`src/rtl/ctrl_pkg.sv`:
```
// Shared encodings for the multicycle CPU controller: states, opcode classes, select codes.
// CTRL_ILLEGAL_TRAP_EN adds the HALT state used to trap illegal opcode classes.
package ctrl_pkg;

    typedef enum logic [3:0] {
        StIdle,
        StFetch,
        StDecode,
        StExecR,
        StExecI,
        StAddr,
        StMemRd,
        StWbAlu,
        StWbMem,
        StStore,
        StBranch,
        StJump
`ifdef CTRL_ILLEGAL_TRAP_EN
        , StHalt
`endif
    } state_e;

    localparam int unsigned STATE_W = 4;

    // Opcode[5:3] instruction classes
    localparam logic [2:0] OP_RTYPE = 3'b000;
    localparam logic [2:0] OP_ITYPE = 3'b001;
    localparam logic [2:0] OP_LW    = 3'b010;
    localparam logic [2:0] OP_SW    = 3'b011;
    localparam logic [2:0] OP_BEQ   = 3'b100;
    localparam logic [2:0] OP_J     = 3'b101;

    localparam logic [2:0] ALU_ADD = 3'b010;
    localparam logic [2:0] ALU_SUB = 3'b011;

    localparam logic [1:0] SRCB_REG = 2'b00;
    localparam logic [1:0] SRCB_ONE = 2'b01;
    localparam logic [1:0] SRCB_IMM = 2'b10;

    localparam logic [1:0] PCSRC_ALU    = 2'b00;
    localparam logic [1:0] PCSRC_ALUOUT = 2'b01;
    localparam logic [1:0] PCSRC_JUMP   = 2'b10;

    typedef struct packed {
        logic [2:0] alu_op;
        logic       alu_src_a;
        logic [1:0] alu_src_b;
        logic       mem_to_reg;
        logic [1:0] pc_source;
        logic       ir_write;
        logic       mem_write;
        logic       pc_write;
        logic       pc_write_cond;
        logic       reg_write;
        logic       instr_done;
        logic       halted;
    } ctrl_out_t;

    localparam int unsigned CTRL_W = $bits(ctrl_out_t);

    function automatic logic op_is_legal(input logic [2:0] cls);
        return (cls <= OP_J);
    endfunction

endpackage

```
`src/rtl/control_out_decode.sv`:
```
// Moore output decode: state (plus ALU function bits in EXEC states) -> datapath controls.
// halted can only assert when CTRL_ILLEGAL_TRAP_EN builds the HALT state.
module control_out_decode
    import ctrl_pkg::*;
(
    input  logic [STATE_W-1:0] state,
    input  logic [2:0]         alu_func,
    output logic [CTRL_W-1:0]  ctrl
);

    ctrl_out_t o;

    always_comb begin
        o = '0;
        case (state_e'(state))
            StFetch: begin
                o.alu_op    = ALU_ADD;
                o.alu_src_b = SRCB_ONE;
                o.pc_write  = 1'b1;
                o.ir_write  = 1'b1;
            end
            // branch target computed early so BRANCH only needs the compare
            StDecode: begin
                o.alu_op    = ALU_ADD;
                o.alu_src_b = SRCB_IMM;
            end
            StExecR: begin
                o.alu_op    = alu_func;
                o.alu_src_a = 1'b1;
                o.alu_src_b = SRCB_REG;
            end
            StExecI: begin
                o.alu_op    = alu_func;
                o.alu_src_a = 1'b1;
                o.alu_src_b = SRCB_IMM;
            end
            StAddr: begin
                o.alu_op    = ALU_ADD;
                o.alu_src_a = 1'b1;
                o.alu_src_b = SRCB_IMM;
            end
            StWbAlu: begin
                o.reg_write  = 1'b1;
                o.instr_done = 1'b1;
            end
            StWbMem: begin
                o.mem_to_reg = 1'b1;
                o.reg_write  = 1'b1;
                o.instr_done = 1'b1;
            end
            StStore: begin
                o.mem_write  = 1'b1;
                o.instr_done = 1'b1;
            end
            StBranch: begin
                o.alu_op        = ALU_SUB;
                o.alu_src_a     = 1'b1;
                o.alu_src_b     = SRCB_REG;
                o.pc_source     = PCSRC_ALUOUT;
                o.pc_write_cond = 1'b1;
                o.instr_done    = 1'b1;
            end
            StJump: begin
                o.pc_write   = 1'b1;
                o.pc_source  = PCSRC_JUMP;
                o.instr_done = 1'b1;
            end
`ifdef CTRL_ILLEGAL_TRAP_EN
            StHalt: begin
                o.halted = 1'b1;
            end
`endif
            default: ; // IDLE, MEM_RD: everything low
        endcase
    end

    assign ctrl = o;

endmodule

```
`src/rtl/multicycle_control.sv`:
```
// Multicycle CPU controller: state register and opcode dispatch feeding control_out_decode.
// Define CTRL_ILLEGAL_TRAP_EN to halt on illegal opcode classes instead of treating them as NOP.
module multicycle_control
    import ctrl_pkg::*;
(
    input  logic       clk,
    input  logic       reset,
    input  logic [5:0] Opcode,
    output logic [2:0] ALUOp,
    output logic       ALUSrcA,
    output logic [1:0] ALUSrcB,
    output logic       MemToReg,
    output logic [1:0] PCSource,
    output logic       IRWrite,
    output logic       MemWrite,
    output logic       PCWrite,
    output logic       PCWriteCond,
    output logic       RegWrite,
    output logic       instr_done,
    output logic       halted
);

    state_e state_q, state_d;
    // Holds IDLE through the first edge after reset release so FETCH lands on the second edge.
    logic   armed_q;

    always_ff @(posedge clk or negedge reset) begin
        if (!reset) begin
            state_q <= StIdle;
            armed_q <= 1'b0;
        end else begin
            state_q <= state_d;
            armed_q <= 1'b1;
        end
    end

    always_comb begin
        state_d = state_q;
        case (state_q)
            StIdle:   if (armed_q) state_d = StFetch;
            StFetch:  state_d = StDecode;
            StDecode: begin
                case (Opcode[5:3])
                    OP_RTYPE:     state_d = StExecR;
                    OP_ITYPE:     state_d = StExecI;
                    OP_LW, OP_SW: state_d = StAddr;
                    OP_BEQ:       state_d = StBranch;
                    OP_J:         state_d = StJump;
`ifdef CTRL_ILLEGAL_TRAP_EN
                    default:      state_d = StHalt;
`else
                    default:      state_d = StFetch;
`endif
                endcase
            end
            StExecR, StExecI: state_d = StWbAlu;
            StAddr:   state_d = (Opcode[5:3] == OP_LW) ? StMemRd : StStore;
            StMemRd:  state_d = StWbMem;
            StWbAlu, StWbMem, StStore, StBranch, StJump: state_d = StFetch;
`ifdef CTRL_ILLEGAL_TRAP_EN
            StHalt:   state_d = StHalt;
`endif
            default:  state_d = StIdle;
        endcase
    end

    logic [CTRL_W-1:0] ctrl_vec;
    ctrl_out_t         ctrl;

    control_out_decode u_decode (
        .state    (state_q),
        .alu_func (Opcode[2:0]),
        .ctrl     (ctrl_vec)
    );

    assign ctrl        = ctrl_out_t'(ctrl_vec);
    assign ALUOp       = ctrl.alu_op;
    assign ALUSrcA     = ctrl.alu_src_a;
    assign ALUSrcB     = ctrl.alu_src_b;
    assign MemToReg    = ctrl.mem_to_reg;
    assign PCSource    = ctrl.pc_source;
    assign IRWrite     = ctrl.ir_write;
    assign MemWrite    = ctrl.mem_write;
    assign PCWrite     = ctrl.pc_write;
    assign PCWriteCond = ctrl.pc_write_cond;
    assign RegWrite    = ctrl.reg_write;
    assign instr_done  = ctrl.instr_done;
    assign halted      = ctrl.halted;

endmodule
```
`config.mk`:
```
export PLATFORM = sky130hd
export DESIGN_NAME = multicycle_control
export DESIGN_NICKNAME = d
export VERILOG_FILES = /design/src/rtl/ctrl_pkg.sv /design/src/rtl/control_out_decode.sv /design/src/rtl/multicycle_control.sv
export SDC_FILE = /design/constraint.sdc
export NUM_CORES = 1
export LEC_CHECK = 0
export CORE_MARGIN = 4
export CORE_UTILIZATION = 35
export CTS_CLUSTER_DIAMETER = 200
export DETAILED_ROUTE_END_ITERATION = 8
export GPL_TIMING_DRIVEN = 0
export PLACE_DENSITY = 0.79
export SYNTH_ARGS = -nofsm -noshare
export SYNTH_HDL_FRONTEND = slang
export SYNTH_SLANG_ARGS = --single-unit
```
`constraint.sdc`:
```
create_clock -name clk -period 2.1 [get_ports clk]
set_clock_uncertainty 0.2 [all_clocks]
set_input_delay 0.21 -clock clk [delete_from_list [all_inputs] [get_ports clk]]
set_output_delay 0.21 -clock clk [all_outputs]
set_load 0.1 [all_outputs]
```
After elaboration in Yosys (flattened, before gate mapping)
Cells that the tools add are included.

storage, ports and cells
  register bits after elaboration = 5
  bits of input ports = 8
  output and inout port bits = 16
  word-level logic and storage cells = 44

operators by class
  eq/ne operators = 17
  multiplexer cells = 15
  reduce and logical (&&, ||, !) cells = 10

operator list
  kind                                                 count
  one-hot mux 4 bit (7 select lines)                   1
  one-hot mux 4 bit (5 select lines)                   1
  equality test 4 x 3 -> 1 bit, second input constant  4
  equality test 4 bit, second input constant           4
  one-hot mux 3 bit (3 select lines)                   1
  equality test 4 x 2 -> 1 bit, second input constant  2
  2-to-1 mux 1 bit                                     8
  2-to-1 mux 4 bit                                     2
  one-hot mux 2 bit (2 select lines)                   2
  OR reduction 2 bit                                   4
  equality test 3 x 2 -> 1 bit, second input constant  2
  equality test 3 bit, second input constant           2
  OR reduction 3 bit                                   2
  OR reduction 5 bit                                   1
  equality test 4 x 1 -> 1 bit, second input constant  1
  zero test 4 bit                                      1
  OR reduction 4 bit                                   1
  equality test 3 x 1 -> 1 bit, second input constant  1
  zero test 3 bit                                      1
  != test 2 bit, second input constant                 1

Depth between registers and ports, before layout
  word-level depth = 4
  mapped depth = 5
  gate-level depth less buffers = 4

Cells and area by module
A second synthesis with hierarchy kept.

second synthesis, totals
  cells, all modules = 73
  area total of the unflattened synthesis = 561.8 µm²

by module, submodules not included
  module              times used  cells each  area an instance (µm²)  seq. area each (µm²)
  control_out_decode  1           41          282.8                   0.0
  multicycle_control  1           32          279.0                   125.1

Worst setup path after synthesis
No wires, ideal clock.

  path type = register to output
  start = register state_q[0]
  end = output RegWrite
  arrival = 3.714 ns
  required time = 1.690 ns
  slack = -2.024 ns
  stages on the path, launching flop included = 4
  path buffers = 1
  path through = dfrtp_1 buf_2 nor3_1 o21bai_1

on the way
  longest elaborated chain between the ends = 3
  elaborated cells between the ends (all ways) = 4
  classes of those cells = eq/ne: 2; mux: 1; reduce/logical: 1

ends and longest elaborated chain
  what                                                                        RTL line                  source
  start, declared                                                             multicycle_control.sv:23  state_e state_q, state_d;
  start signal, assigned                                                      multicycle_control.sv:29  state_q <= StIdle;
  start signal, assigned                                                      multicycle_control.sv:32  state_q <= state_d;
  equality test 4 x 3 -> 1 bit / equality test 4 bit (equally long branches)  control_out_decode.sv:15  case (state_e'(state))
  OR reduction 2 bit (no source line) *                                       --
  2-to-1 mux 1 bit *                                                          control_out_decode.sv:15
  end, declared                                                               multicycle_control.sv:18  output logic RegWrite,

Mark *: on every way between the ends. The rest lies on a longest branch, timed or not.

Final worst setup path
  start = register state_q[3]
  end = output PCWrite

on the way
  longest elaborated chain between the ends = 3
  elaborated cells between the ends (all ways) = 4
  classes of those cells = eq/ne: 2; mux: 1; reduce/logical: 1

ends and longest elaborated chain
  what                                                                        RTL line                  source
  equality test 4 bit / equality test 4 x 1 -> 1 bit (equally long branches)  control_out_decode.sv:15
  OR reduction 2 bit (no source line) *                                       --
  2-to-1 mux 1 bit *                                                          control_out_decode.sv:15
  end, declared                                                               multicycle_control.sv:16  output logic PCWrite,

Marked as above.

==> key figures <==
Run status
  – Outcome: complete, no violations

Global routing
  – Maximum number of pins on one net before global-route repair: 11
  – Vias in the first global route: 551
  – Gr usage total: 0.150
  – First-pass GRT wire length: 2360 um
  – Gr ovfl total: 0
  – Initial antenna violation count: 0

Floorplan
  – Initial core utilization: 0.390
  – I/O Pins: 24
  – Die height: 47.3 um
  – Die W: 47.3 um
  – Core Footprint: 1380 um2
  – Row count: 13
  – Die footprint: 2230 um2

CTS
  – CTS sink cnt: 5
  – Skew-Pair Late Insertion Delay: 240 ps
  – CTS tree: yes
  – Maximum buffer depth of the clock tree: 2
  – Worst-path clk slew: 40 ps
  – CTS H-tree lvls: 1
  – Number of CTS-inserted buffers: 3
  – CTS root buf: clkbuf_4

Timing
  – Final Max Slew Viols: 0
  – Final WS setup: 98.0 ps
  – Unrepaired setup endpoints after global routing: false
  – Final Cycle Share: 0.953
  – Tmin final: 2000 ps
  – Maximum clock rate: 0.500 GHz
  – Total Neg Setup Slack: 0 ps
  – Hold slack: 445 ps
  – Final setup violation count: 0
  – Fin. Hold Viols: 0

Route
  – Total Routed Length: 1470 um
  – Antenna-violating nets left: 0
  – Wire per inst: 12.7 um
  – Vias: 615
  – Residual DRC count: 0
  – Vias per cell: 5.30
  – First-pass DRT Iterations: 4
  – DRT iter0 DRCs: 6

Worst setup path
  – CP arrival: 1590 ps
  – CP Max Fanout: 10
  – CP Cell Sequence: buf_4 > buf_2 > xor2_1 > nor3_4 > buf_4
  – Startpoint Class: register
  – Critical Path RT: 1690 ps
  – Worst Setup End Kind: output port
  – Critical-path top delay cell: dfrtp_1
  – Largest stage delay on the critical path: 360 ps
  – Most Frequent Cell on Critical Path: buf_4
  – Setup CP Type: reg -> out

Logic synthesis
  – Synth warnings: 0
  – Unique masters post-synth: 31
  – Synth Instances: 74
  – Synth Area in Adders: 0
  – XOR/XNOR share of the synthesized area: 0.0487
  – Compound-Gate Fraction of Synth Area: 0.244
  – Synth area leaders: dfrtp_1 (23%), a21oi_1 (6.5%), nor2_1 (6.3%)
  – Net Count, Synth: 82
  – Seq/Total Area, Yosys: 0.232
  – Post-Synth Simple-Gate Area: 0.343
  – Post-Syn Area: 539 um2
  – Mux contribution to synthesized area: 0.0186
  – Flops & latches, synth: 5
  – Synth top area share: 0.232
  – Avg Inst Size Synth: 7.29 um2
  – Area leader, netlist: dfrtp_1
  – Main combinational cell family by area after synthesis: simple AND/OR/NAND/NOR gates

Final layout
  – Layout cells sized above 1: 0.446
  – Final #Nets: 110
  – Diode count: 0
  – FILL cells: 135
  – Area grow syn2layout: 62.6%
  – Final core occ: 0.634

Min path
  – Worst min path class: reg -> reg

Flow run
  – Max cap viols: 0

Placement
  – Post-DP HPWL: 1110 um
  – I/O Buffers: 22
  – Placement Setup Slack: -558 ps
  – Final Wtd Congestion: 0.780
==> metrics by stage <==
step	std cells	area, um2
after floorplan	74	617
after global placement	111	856
after detailed placement	111	856
after CTS	116	851
after global routing	116	877
final	116	877
==> routing by layer <==
metal  vias to the layer above  track usage  wire (um)
met5                         -            0          0
met4                         0       0.0331         11
met3                         2       0.0613        140
met2                        33        0.230        704
met1                       271        0.198        617
li1                        309            -          -
==> registers in the layout, indices dropped and copies added (netlist names) <==
name     cells
state_q      4
armed_q      1
==> layout by cell type (no fill, tap or decap), types with 3 or more instances in the layout <==
cell type,instances
dfrtp_1,5
nand2b_1,3
a21oi_1,7
nand2_1,3
buf_4,12
clkbuf_4,6
nor2_2,3
buf_2,4
clkdlybuf4s50_1,7
nor3_4,4
nor2_1,6
==> area by class of cell <==
| type | instances | area [um2] | area share |
|---|---|---|---|
| Multi-Input combinational cell | 59 | 440 | 0.502 |
| Timing Repair Buffer | 23 | 208 | 0.237 |
| Sequential cell | 5 | 125 | 0.143 |
| Buffer | 7 | 47.5 | 0.0542 |
| Clock buffer | 4 | 26.3 | 0.0300 |
| Tap cell | 15 | 18.8 | 0.0214 |
| Inverter | 3 | 11.3 | 0.0128 |
==> critical path: cells and delay by family, from the launching register on <==
kind          cells  cell delay, ps
buf+inv           3             680
flops             1             360
xor+xnor          1             190
simple gates      1             120
==> cell families (layout without fill, tap and decap cells) <==
kind of cell,Yosys count,count (layout)
DFF,5,5
AOI/OAI and AO/OA,19,19
and+or+nand+nor,34,34
buffers and inverters,10,37
muxes,1,1
other,2,2
xor gates and xnor gates,3,3
==> path summary, 6_finish.rpt <==
kind,from,slack [ps],cells after the start,end
setup / recovery,state_q[3],100,5,PCWrite
hold / removal,armed_q,450,2,state_q[0]
setup reg to reg,state_q[0],580,4,state_q[0]
hold reg to reg,armed_q,450,2,state_q[0]
max in group asynchronous,reset,960,2,armed_q
min in group asynchronous,reset,550,2,state_q[0]
==> cells in the mapped netlist, drive strengths merged <==
library cell / instances
nor2: 9
a21oi: 7
buf: 7
nor3: 6
dfrtp: 5
nand2b: 5
o21ai: 4
inv: 3
nand2: 3
nor2b: 3
and3: 2
conb: 2
o21bai: 2
o22ai: 2
xnor2: 2
a221oi: 1
a32oi: 1
a41oi: 1
and2b: 1
mux2i: 1
nand3: 1
nor4: 1
o32ai: 1
or2: 1
or3: 1
or3b: 1
xor2: 1
==> repair_timing <==
item / 4_1_cts / 5_1_grt
gates resized for setup: 84 / 13
hold endpoints to repair: 5 / 0
hold buffers: 1 / 0
setup endpoints to repair: 15 / 10
cloned: 0 / 0
buffers inserted: 0 / 0
Power is not shown: default switching activity piles up to over one toggle a cycle in this logic, so the estimate is an artifact.
